`config.mk`:
```
export PLATFORM = sky130hd
export DESIGN_NAME = bram_arbiter
export DESIGN_NICKNAME = d
export VERILOG_FILES = /design/src/rtl/bram_arb_pkg.sv /design/src/rtl/rr_arb2.sv /design/src/rtl/bram_arbiter.sv
export SDC_FILE = /design/constraint.sdc
export NUM_CORES = 1
export LEC_CHECK = 0
export CAP_MARGIN = 15
export CORE_MARGIN = 5
export CORE_UTILIZATION = 39
export CTS_CLUSTER_DIAMETER = 40
export DETAILED_ROUTE_END_ITERATION = 16
export HOLD_SLACK_MARGIN = 0.08
export PLACE_DENSITY = 0.8
export SETUP_SLACK_MARGIN = 0.05
export SYNTH_ARGS = -nofsm -noshare
export SYNTH_HDL_FRONTEND = slang
export SYNTH_SLANG_ARGS = --single-unit
```
`constraint.sdc`:
```
create_clock -name wb_clk_i -period 2.5 [get_ports wb_clk_i]
set_input_delay 0.5 -clock wb_clk_i [delete_from_list [all_inputs] [get_ports wb_clk_i]]
set_output_delay 0.5 -clock wb_clk_i [all_outputs]
set_load 0.005 [all_outputs]
```
`src/rtl/bram_arb_pkg.sv`:
```
// Shared types and constants for the BRAM arbiter: FSM states, owner IDs and
// the default Wishbone address window.
package bram_arb_pkg;

  typedef enum logic [1:0] {
    IDLE   = 2'd0,
    ACCESS = 2'd1,
    ACK    = 2'd2
  } arb_state_t;

  localparam logic OWN_WB  = 1'b0;
  localparam logic OWN_USR = 1'b1;

  localparam logic [7:0] ADDR_BASE_DEF = 8'h38;
  localparam int         CNT_W         = 4;

endpackage

```
`src/rtl/rr_arb2.sv`:
```
// Two-input round-robin grant: a tie goes to the port that was not served
// last. Grant is one-hot, bit 0 = Wishbone, bit 1 = user.
module rr_arb2
  import bram_arb_pkg::*;
(
  input  logic       i_wreq,
  input  logic       i_ureq,
  input  logic       i_last_owner,
  output logic [1:0] o_gnt
);

  always_comb begin
    o_gnt = 2'b00;
    if (i_wreq && i_ureq) begin
      o_gnt = (i_last_owner == OWN_USR) ? 2'b01 : 2'b10;
    end else if (i_wreq) begin
      o_gnt = 2'b01;
    end else if (i_ureq) begin
      o_gnt = 2'b10;
    end
  end

endmodule

```
`src/rtl/bram_arbiter.sv`:
```
// Shares a single-port BRAM between the Wishbone slave and one user port:
// round-robin grant, fixed DELAYS-cycle access window, one-cycle ack.
module bram_arbiter
  import bram_arb_pkg::*;
#(
  parameter int         DELAYS    = 10,
  parameter logic [7:0] ADDR_BASE = ADDR_BASE_DEF
) (
  input  logic        wb_clk_i,
  input  logic        wb_rst_i,
  input  logic        wbs_stb_i,
  input  logic        wbs_cyc_i,
  input  logic        wbs_we_i,
  input  logic [3:0]  wbs_sel_i,
  input  logic [31:0] wbs_adr_i,
  input  logic [31:0] wbs_dat_i,
  output logic        wbs_ack_o,
  output logic [31:0] wbs_dat_o,
  input  logic        usr_req_i,
  input  logic [3:0]  usr_we_i,
  input  logic [31:0] usr_adr_i,
  input  logic [31:0] usr_dat_i,
  output logic        usr_gnt_o,
  output logic        usr_ack_o,
  output logic [31:0] usr_dat_o,
  output logic        bram_en_o,
  output logic [3:0]  bram_we_o,
  output logic [31:0] bram_adr_o,
  output logic [31:0] bram_di_o,
  input  logic [31:0] bram_do_i,
  output logic        busy_o
);

  localparam logic [CNT_W-1:0] LAST_CNT = CNT_W'(DELAYS - 1);

  arb_state_t       r_state;
  logic [CNT_W-1:0] r_cnt;
  logic             r_owner;
  logic             r_last_owner;
  logic             r_wb_lost;
  logic [31:0]      r_adr;
  logic [31:0]      r_dat;
  logic [3:0]       r_we;
  logic [3:0]       r_bram_we;
  logic             r_bram_en;
  logic             r_usr_gnt;
  logic             r_wbs_ack;
  logic             r_usr_ack;
  logic [31:0]      r_wbs_dat;
  logic [31:0]      r_usr_dat;

  logic             w_wreq;
  logic             w_ureq;
  logic [1:0]       w_gnt;

  assign w_wreq = wbs_stb_i & wbs_cyc_i & (wbs_adr_i[31:24] == ADDR_BASE);
  assign w_ureq = usr_req_i;

  rr_arb2 u_rr_arb2 (
    .i_wreq       (w_wreq),
    .i_ureq       (w_ureq),
    .i_last_owner (r_last_owner),
    .o_gnt        (w_gnt)
  );

  always_ff @(posedge wb_clk_i) begin
    if (!wb_rst_i) begin
      r_state      <= IDLE;
      r_cnt        <= '0;
      r_owner      <= OWN_WB;
      r_last_owner <= OWN_USR;
      r_wb_lost    <= 1'b0;
      r_adr        <= '0;
      r_dat        <= '0;
      r_we         <= '0;
      r_bram_we    <= '0;
      r_bram_en    <= 1'b0;
      r_usr_gnt    <= 1'b0;
      r_wbs_ack    <= 1'b0;
      r_usr_ack    <= 1'b0;
      r_wbs_dat    <= '0;
      r_usr_dat    <= '0;
    end else begin
      r_wbs_ack <= 1'b0;
      r_usr_ack <= 1'b0;
      r_bram_we <= '0;
      case (r_state)
        IDLE: begin
          if (|w_gnt) begin
            r_owner   <= w_gnt[1] ? OWN_USR : OWN_WB;
            r_usr_gnt <= w_gnt[1];
            r_bram_en <= 1'b1;
            r_cnt     <= '0;
            r_wb_lost <= 1'b0;
            r_state   <= ACCESS;
            if (w_gnt[0]) begin
              r_adr     <= wbs_adr_i;
              r_dat     <= wbs_dat_i;
              r_we      <= wbs_sel_i & {4{wbs_we_i}};
              r_bram_we <= wbs_sel_i & {4{wbs_we_i}};
            end else begin
              r_adr     <= usr_adr_i;
              r_dat     <= usr_dat_i;
              r_we      <= usr_we_i;
              r_bram_we <= usr_we_i;
            end
          end
        end
        ACCESS: begin
          r_cnt <= r_cnt + 1'b1;
          // A Wishbone master that abandons its cycle still gets its write
          // committed, but must not see an ack for it.
          if (r_owner == OWN_WB && !wbs_cyc_i) begin
            r_wb_lost <= 1'b1;
          end
          if (r_cnt == LAST_CNT) begin
            r_bram_en <= 1'b0;
            r_state   <= ACK;
            if (r_owner == OWN_WB) begin
              r_wbs_ack <= ~r_wb_lost & wbs_cyc_i;
              if (r_we == 4'b0000) r_wbs_dat <= bram_do_i;
            end else begin
              r_usr_ack <= 1'b1;
              if (r_we == 4'b0000) r_usr_dat <= bram_do_i;
            end
          end
        end
        ACK: begin
          r_last_owner <= r_owner;
          r_usr_gnt    <= 1'b0;
          r_state      <= IDLE;
        end
        default: r_state <= IDLE;
      endcase
    end
  end

  assign wbs_ack_o  = r_wbs_ack;
  assign wbs_dat_o  = r_wbs_dat;
  assign usr_gnt_o  = r_usr_gnt;
  assign usr_ack_o  = r_usr_ack;
  assign usr_dat_o  = r_usr_dat;
  assign bram_en_o  = r_bram_en;
  assign bram_we_o  = r_bram_we;
  assign bram_adr_o = r_adr;
  assign bram_di_o  = r_dat;
  assign busy_o     = (r_state != IDLE);

endmodule

```
==> results of run 1 <==
## flip-flops by register name (all words and copies together) (netlist names)
signal	cells
r_last_owner	1
bram_we_o	4
r_owner	1
r_cnt	4
usr_ack_o	1
usr_dat_o	32
bram_di_o	32
r_we	4
wbs_dat_o	32
bram_en_o	1
r_wb_lost	1
wbs_ack_o	1
r_state	2
bram_adr_o	32
usr_gnt_o	1
## layer usage
| metal | track usage [%] | part of all wire (%) | wire length (um) | vias up |
|---|---|---|---|---|
| li1 | - | - | - | 2656 |
| met1 | 24.5 | 41 | 7870 | 2473 |
| met2 | 34.2 | 47 | 8990 | 235 |
| met3 | 8.47 | 9.4 | 1800 | 31 |
| met4 | 8.26 | 2.7 | 510 | 2 |
| met5 | 0 | 0.068 | 13 | - |
## synthesized netlist by cell type (all sizes together), types with 2 or more instances
cell	n
nand2b	2
o211a	2
nor2b	3
ha	2
a21boi	66
a22o	2
buf	29
o21a	2
or4	3
nand3	2
and3	2
and2	10
nand2	132
o2bb2ai	64
o21ai	3
dfxtp	149
a31oi	2
nor2	10
a32o	5
inv	4
clkbuf	18
nor4	3
mux2i	61
## metrics by stage
stage                     worst slack, ps  utilization [%]  instances  hold WS (ps)
after global routing                  245             66.5       1079           370
after detailed placement              150             62.2       1046           422
after global placement                204             62.2       1046           416
final                                 349             66.5       1079           366
after CTS                             318             66.5       1078           351
after floorplan                       598                -        586           399
## power by group
group | switching (mW) | total [mW] | leakage, nW | internal [mW]
clock network | 0.993 | 2.69 | 0.300 | 1.70
registers | 0.0484 | 2.50 | 1.21 | 2.45
logic | 0.216 | 0.663 | 2.31 | 0.447
total | 1.26 | 5.86 | 3.82 | 4.60
## worst min path at each step
| stage | startpoint | end |
|---|---|---|
| final | wb_rst_i | r_last_owner |
| after global routing | wb_rst_i | r_last_owner |
| after CTS | wb_rst_i | r_last_owner |
| after detailed placement | r_wb_lost | wbs_ack_o |
| after global placement | r_wb_lost | wbs_ack_o |
| after floorplan | r_wb_lost | wbs_ack_o |
## placed cells by master (no fill, tap or decap), types with 3 or more instances in the layout
master and instances:
buf_4 9, dfxtp_1 149, clkdlybuf4s50_1 309, mux2i_1 61, inv_1 4, a21boi_0 5
nand2_1 131, a21boi_1 60, clkinv_2 3, bufinv_16 4, nor2_1 10, o2bb2ai_1 64
o21ai_0 3, clkbuf_16 17, buf_12 4, a32o_1 5, nor2b_1 3, and2_1 9
## worst reg2reg max path, stage by stage, from the launching register on
cell	delay [ps]
dfxtp_1	400
ha_1	180
nand3b_1	250
or4_1	530
buf_4	250
nand2_1	130
a21boi_1	70
## layout make-up
cell class / count / area (um^2)
diodes: 1 / 2.50
clock buffers: 20 / 447
flip-flops and latches: 149 / 2980
inverters: 4 / 15.0
well taps: 184 / 230
repair buffers: 323 / 3250
multi-input cells: 386 / 2640
fillers: 1159 / 4900
clock inverters: 12 / 176
## cells by family after synthesis
family                   count (synthesis)  synth area share, %
AND/OR/NAND/NOR                        174                 13.0
AO/OA/AOI/OAI                          148                 20.5
buffers and inverters                   51                 4.49
flip-flops                             149                 51.0
adder cells (fa/ha/maj)                  2                0.427
XOR/XNOR                                 1                0.150
multiplexers                            61                 10.4
==> flow_metrics.tcl, run 1 <==
set metrics [dict create \
    outcome "finished, final reports clean" \
    via_per_inst 5.00 \
    synth_top_area_share_pct 51.0 \
    drive_gt1_share_pct 5.59 \
    finalHoldViolCount 0 \
    place.port_buffers 310 \
    period_minus_slack_ps 2150 \
    fin_area_um2 9740 \
    cp_cell_sequence "nor2_1 > inv_1 > clkdlybuf4s50_1" \
    root_buffer "clkbuf_16" \
    num_vias 5397 \
    power_mw 5.86 \
    finalMaxSlewViolations 0 \
    die-area_um2 17600 \
    yosysSeqAreaShare_pct 51.0 \
    antenna_found_initial 2 \
    ant_nets 0 \
    post_cts_resized 0 \
    cpPeakStageDelay_ps 470 \
    die_w_um 133 \
    vdd_ir_drop_max_mv 0.403 \
    power_density_nw_per_um2 601 \
    synth_edf_count 0 \
    grt_max_degree 64 \
    endpoint_kind "output port" \
    skew_ps 7.09 \
    die_h_um 133 \
    r2r_start "r_cnt[0]" \
    relSlewSlack_pct 65.2 \
    tightestPinTransition_ps 520 \
    yosysWarnings 0 \
    io_pins 311 \
    cp_top_family "buffers and inverters" \
    tns_ps 0 \
    rrSetupSlack_ps 560 \
    dpl.hpwl_mm 14.0 \
    synth-main-ff-cell "dfxtp_1" \
    fmax_mhz 465 \
    start_util_pct 40.0 \
    cts_setup_buffers 0 \
    drt_pass1_iterations 4 \
    r2r_cells 6 \
    clock_path_buffers 2 \
    cp_num_buf_inv 2 \
    drtIter0Drc 240 \
    path_class "register to output port" \
    cts_tree "built" \
    grt_pass1_vias 5323 \
    syn_inst 586 \
    slowest_stage "clkdlybuf4s50_1" \
    setup_viol 0 \
    drc_errors 0 \
    grt_pass1_wl_mm 29.3 \
    hp-class "primary input to register" \
    core-area_um2 14600 \
    wl_mm 19.2 \
    crit_start "r_state[1]" \
    syn_nets 762 \
    h-tree-depth 4 \
    synthToLayoutAreaGrowth_pct 66.4 \
    grt_overflow 0 \
    cap_violations 0 \
    yosysTopAreaCell "dfxtp_1" \
    synth_cell_types 40 \
    placed_cell_area_um2 9110 \
    hold_depth 2 \
    path_clk_slew_ps 60 \
    cp.required_ps 2000 \
    num_rows 44 \
    timing.rr.end "usr_dat_o[1]" \
    cp-endpoint "busy_o" \
    grt_usage_pct 20.9 \
    numCtsBuffers 17 \
    clock-sinks 149 \
    critPathArrivalTime_ps 1650 \
    cts_hold_buffers 0 \
    grt_setup_unrepaired "false" \
    fin_crit_sh_pct 86.0 \
    synth_area_per_cell_um2 9.99 \
    clkLatencyLatePin_ps 410 \
    synthTopCellsByArea "dfxtp_1, mux2i_1, o2bb2ai_1" \
    cp-start-kind "register" \
    crit_cells 3 \
    ys_ff_latch 149 \
    nNetsFinal 1057 \
    syn_area_um2 5850 \
    synth-async-reset-ratio_pct 0 \
    wl_per_cell_um 17.8 \
    crit_fanout 8 \
    power_leakage_nw 3.82 \
    place.gp.congestion 0.759 \
]
Power figures use the tool's default switching activity.
==> run 2: changes to the inputs <==
--- a/config.mk
+++ b/config.mk
@@ -6,12 +6,13 @@
 export NUM_CORES = 1
 export LEC_CHECK = 0
 export CAP_MARGIN = 15
+export CORE_ASPECT_RATIO = 0.75
 export CORE_MARGIN = 5
 export CORE_UTILIZATION = 39
 export CTS_CLUSTER_DIAMETER = 40
 export DETAILED_ROUTE_END_ITERATION = 16
 export HOLD_SLACK_MARGIN = 0.08
-export PLACE_DENSITY = 0.8
+export PLACE_DENSITY_LB_ADDON = 0.08
 export SETUP_SLACK_MARGIN = 0.05
 export SYNTH_ARGS = -nofsm -noshare
 export SYNTH_HDL_FRONTEND = slang
==> run 2 against run 1 <==
  * Clock power down 12%
  * Critical path depth unchanged
  * Final area down 0.77%
  * Register-to-register slack worse by 80 ps
  * First-iteration DRC count down 21%
  * Worst setup slack better by 12 ps
  * Count of clock-buffer cells in the layout up 5
  * Die area up 0.14%
  * Routed wire length up 1.6%
  * Combinational power down 0.8%
  * Maximum frequency up 0.58%
  * Critical endpoint unchanged
==> flow_metrics.tcl, run 2 (same netlist as run 1, synthesis figures left out) <==
set metrics [dict create \
    drc_errors 0 \
    core-area_um2 14600 \
    via_per_inst 4.92 \
    cts_tree "built" \
    post-route-util_pct 66.2 \
    grt_overflow 0 \
    cp-start-kind "register" \
    tns_ps 0 \
    tightestPinTransition_ps 528 \
    die_w_um 151 \
    grt_usage_pct 21.3 \
    layout_setup_ws_ps 362 \
    place.port_buffers 310 \
    met2_length_mm 9.88 \
    drt_pass1_iterations 4 \
    final_common_cell "clkdlybuf4s50_1" \
    met1_length_mm 7.60 \
    fin_cells 1091 \
    root_buffer "clkbuf_16" \
    start_util_pct 40.1 \
    placed_cell_area_um2 9120 \
    clock_path_buffers 2 \
    dp_cells 1062 \
    routed-wl-met3_mm 1.65 \
    final_cell_mix "clkdlybuf4s50_1, dfxtp_1, nand2_1" \
    critPathArrivalTime_ps 1640 \
    finalMaxSlewViolations 0 \
    routed.top_layer "met4" \
    clkLatencyLatePin_ps 410 \
    cts_hold_buffers 0 \
    io_pins 311 \
    crit_fanout 8 \
    fmax_mhz 468 \
    grt_max_degree 73 \
    h-tree-depth 4 \
    drtIter0Drc 190 \
    cap_violations 0 \
    die-area_um2 17600 \
    die_h_um 116 \
    cp.required_ps 2000 \
    finalHoldViolCount 0 \
    vdd_ir_drop_max_mv 0.505 \
    antenna_cells 0 \
    clock-sinks 149 \
    power_mw 5.52 \
    power_leakage_nw 3.78 \
    antenna_found_initial 0 \
    nNetsFinal 1057 \
    power_density_nw_per_um2 571 \
    fin_crit_sh_pct 85.5 \
    setup_viol 0 \
    drive_gt1_share_pct 5.05 \
    hp-class "primary input to register" \
    pre_cts_slack_ps -19.7 \
    cts_setup_buffers 0 \
    wl_mm 19.5 \
    place.gp.congestion 0.832 \
    endpoint_kind "output port" \
    whs_ps 356 \
    outcome "finished, final reports clean" \
    grt_pass1_wl_mm 29.2 \
    fillers 1209 \
    dpl.hpwl_mm 14.8 \
    grt_setup_unrepaired "false" \
    period_minus_slack_ps 2140 \
    path_clk_slew_ps 50 \
    numCtsBuffers 17 \
    post_cts_resized 0 \
    grt_pass1_vias 5510 \
    synthToLayoutAreaGrowth_pct 65.1 \
    num_rows 38 \
    wl_per_cell_um 17.9 \
    num_vias 5366 \
    fin_area_um2 9660 \
    ant_nets 0 \
    skew_ps 5.93 \
    relSlewSlack_pct 64.8 \
    path_class "register to output port" \
]
-- run 2: layout make-up --
cell class / instances / area, um^2 / share of cell area (%)
clock buffer: 25 / 495 / 5.13
multi-input combinational: 386 / 2640 / 27.3
clock inverter: 4 / 47.5 / 0.492
tap: 200 / 250 / 2.59
timing repair buffer: 323 / 3230 / 33.5
sequential: 149 / 2980 / 30.9
inverter: 4 / 15.0 / 0.155
-- run 2: final timing paths --
kind	startpoint	end	slack [ps]	cells after the start
max	r_state[1]	busy_o	360	3
min	wb_rst_i	r_last_owner	360	2
max reg2reg	r_cnt[0]	wbs_dat_o[10]	480	6
min reg2reg	r_wb_lost	wbs_ack_o	430	1
-- run 2: layer usage --
layer / up-vias / track usage (%)
met3: 27 / 7.99
li1: 2652 / -
met5: - / 0
met2: 182 / 37.4
met1: 2505 / 24.2
met4: 0 / 6.16
-- run 2: critical path: stages (launching register included) --
cell,delay [ps]
dfxtp_1,360
nor2_1,290
inv_1,100
clkdlybuf4s50_1,480
-- run 2: power breakdown --
part           leakage [nW]  switching, mW  total [mW]  internal [mW]
Sequential             1.21         0.0455        2.50           2.45
Clock                 0.265          0.903        2.36           1.45
Combinational          2.30          0.217       0.658          0.442
==> run 3: changes to the inputs <==
--- a/config.mk
+++ b/config.mk
@@ -5,6 +5,7 @@
 export SDC_FILE = /design/constraint.sdc
 export NUM_CORES = 1
 export LEC_CHECK = 0
+export ABC_CLOCK_PERIOD_IN_PS = 2500
 export CAP_MARGIN = 15
 export CORE_ASPECT_RATIO = 0.75
 export CORE_MARGIN = 5
@@ -13,6 +14,7 @@
 export DETAILED_ROUTE_END_ITERATION = 16
 export HOLD_SLACK_MARGIN = 0.08
 export PLACE_DENSITY_LB_ADDON = 0.08
+export REMOVE_ABC_BUFFERS = 1
 export SETUP_SLACK_MARGIN = 0.05
 export SYNTH_ARGS = -nofsm -noshare
 export SYNTH_HDL_FRONTEND = slang
==> run 3 against run 2 <==
  * Utilization up 1.0 points
  * Sequential share of layout area down 0.46 points
  * Total power up 4.3%
  * Global-route usage up 0.066 points
  * Final area up 1.5%
  * Clock power up 9.3%
  * Non-clock buffer count up 9
  * Final cell count up 0.92%
  * Critical path type is now primary input to register
  * Largest cell class unchanged
  * Largest power group is now clock
==> flow_metrics.tcl, run 3 (same netlist as run 1, synthesis figures left out) <==
set metrics [dict create \
    outcome "finished, final reports clean" \
    finalHoldViolCount 0 \
    final_common_cell "clkdlybuf4s50_1" \
    fin_crit_sh_pct 88.0 \
    final_cell_mix "clkdlybuf4s50_1, dfxtp_1, nand2_1" \
    num_rows 38 \
    grt_pass1_wl_mm 29.4 \
    hp-class "register to register" \
    drtIter0Drc 256 \
    cts_tree "built" \
    wl_mm 19.5 \
    antenna_found_initial 0 \
    cts_hold_buffers 0 \
    hold_depth 1 \
    numCtsBuffers 17 \
    h-tree-depth 4 \
    cpPeakStageDelay_ps 650 \
    synthToLayoutAreaGrowth_pct 67.6 \
    period_minus_slack_ps 2200 \
    vdd_ir_drop_max_mv 0.478 \
    place.port_buffers 310 \
    fmax_mhz 455 \
    cp_top_family "compound AO/OA/AOI/OAI gates" \
    die_h_um 116 \
    via_per_inst 4.94 \
    setup_viol 0 \
    power_leakage_nw 3.85 \
    power_density_nw_per_um2 586 \
    clock-sinks 149 \
    grt_pass1_vias 5651 \
    path_class "primary input to register" \
    num_vias 5441 \
    hp-start "r_wb_lost" \
    io_pins 311 \
    crit_fanout 24 \
    grt_max_degree 73 \
    power_mw 5.75 \
    antenna_cells 0 \
    relSlewSlack_pct 45.6 \
    place.gp.congestion 0.829 \
    cts_setup_buffers 0 \
    cp_num_buf_inv 3 \
    tns_ps 0 \
    endpoint_kind "register" \
    wl_per_cell_um 17.7 \
    clkLatencyLatePin_ps 410 \
    slowest_stage "a21boi_4" \
    clock_path_buffers 2 \
    path_clk_slew_ps 60 \
    cp_cell_sequence "clkdlybuf4s50_1 > nor4b_1 > buf_4 > a31o_2 > a21boi_4 > buf_12 > o2bb2ai_1" \
    grt_overflow 0 \
    fillers 1173 \
    ant_nets 0 \
    min_to "wbs_ack_o" \
    r2r_start "r_cnt[0]" \
    die_w_um 151 \
    die-area_um2 17600 \
    post-route-util_pct 67.2 \
    grt_setup_unrepaired "false" \
    dpl.hpwl_mm 14.5 \
    cp.required_ps 2830 \
    skew_ps 3.71 \
    start_util_pct 40.1 \
    critPathArrivalTime_ps 2530 \
    drt_pass1_iterations 4 \
    timing.rr.end "wbs_dat_o[31]" \
    grt_usage_pct 21.3 \
    finalMaxSlewViolations 0 \
    core-area_um2 14600 \
    tightestPinTransition_ps 814 \
    rrSetupSlack_ps 490 \
    post_cts_resized 0 \
    drive_gt1_share_pct 6.44 \
    nNetsFinal 1066 \
    r2r_cells 6 \
    root_buffer "clkbuf_16" \
    cp-start-kind "primary input" \
    drc_errors 0 \
    cap_violations 0 \
]
run 3: metrics by stage:
step	hold WS, ps	cell area (um^2)	worst slack (ps)	cells
2_1_floorplan	399	5610	-2890	539
3_3_place_gp	414	9210	-44.9	1071
3_5_place_dp	427	9210	-72.6	1071
4_1_cts	430	9810	303	1101
5_1_grt	449	9810	208	1101
6_report	434	9810	300	1101
run 3: cell type report:
class,count,area [um^2],area share (%)
clock buffers,21,470,4.79
flip-flops and latches,149,2980,30.4
repair buffers,332,3330,33.9
inverters,4,15.0,0.153
multi-input cells,386,2640,26.9
clock inverters,9,128,1.30
well taps,200,250,2.55
run 3: how the worst max path moves through the flow:
stage                     end          start  slack (ps)  cells past startpoint
3_5_place_dp   bram_adr_o[23]      wbs_cyc_i         -70                      7
3_3_place_gp   bram_adr_o[22]      wbs_cyc_i         -40                      7
4_1_cts                busy_o     r_state[1]         300                      3
6_report        bram_di_o[14]      wbs_cyc_i         300                      7
5_1_grt         bram_di_o[14]      wbs_cyc_i         210                      7
2_1_floorplan        r_cnt[2]  wbs_adr_i[28]       -2890                      4
run 3: per-layer routing:
metal | vias to the layer above | wire length [um] | global-route usage [%]
met1 | 2548 | 7780 | 25.0
li1 | 2676 | - | -
met4 | 0 | 482 | 7.61
met2 | 184 | 9670 | 36.5
met3 | 33 | 1600 | 7.41
met5 | - | 0 | 0
run 3: worst register-to-register path, stage by stage, from the launching register on:
cell and delay [ps]:
dfxtp_1 410, ha_1 200, nand3b_1 270, or4_1 550
buf_4 270, nand2_1 130, a21boi_0 90
run 3: where the power goes:
group | internal, mW | switching, mW
registers | 2.45 | 0.0480
logic | 0.451 | 0.221
clock network | 1.63 | 0.947
total | 4.54 | 1.22
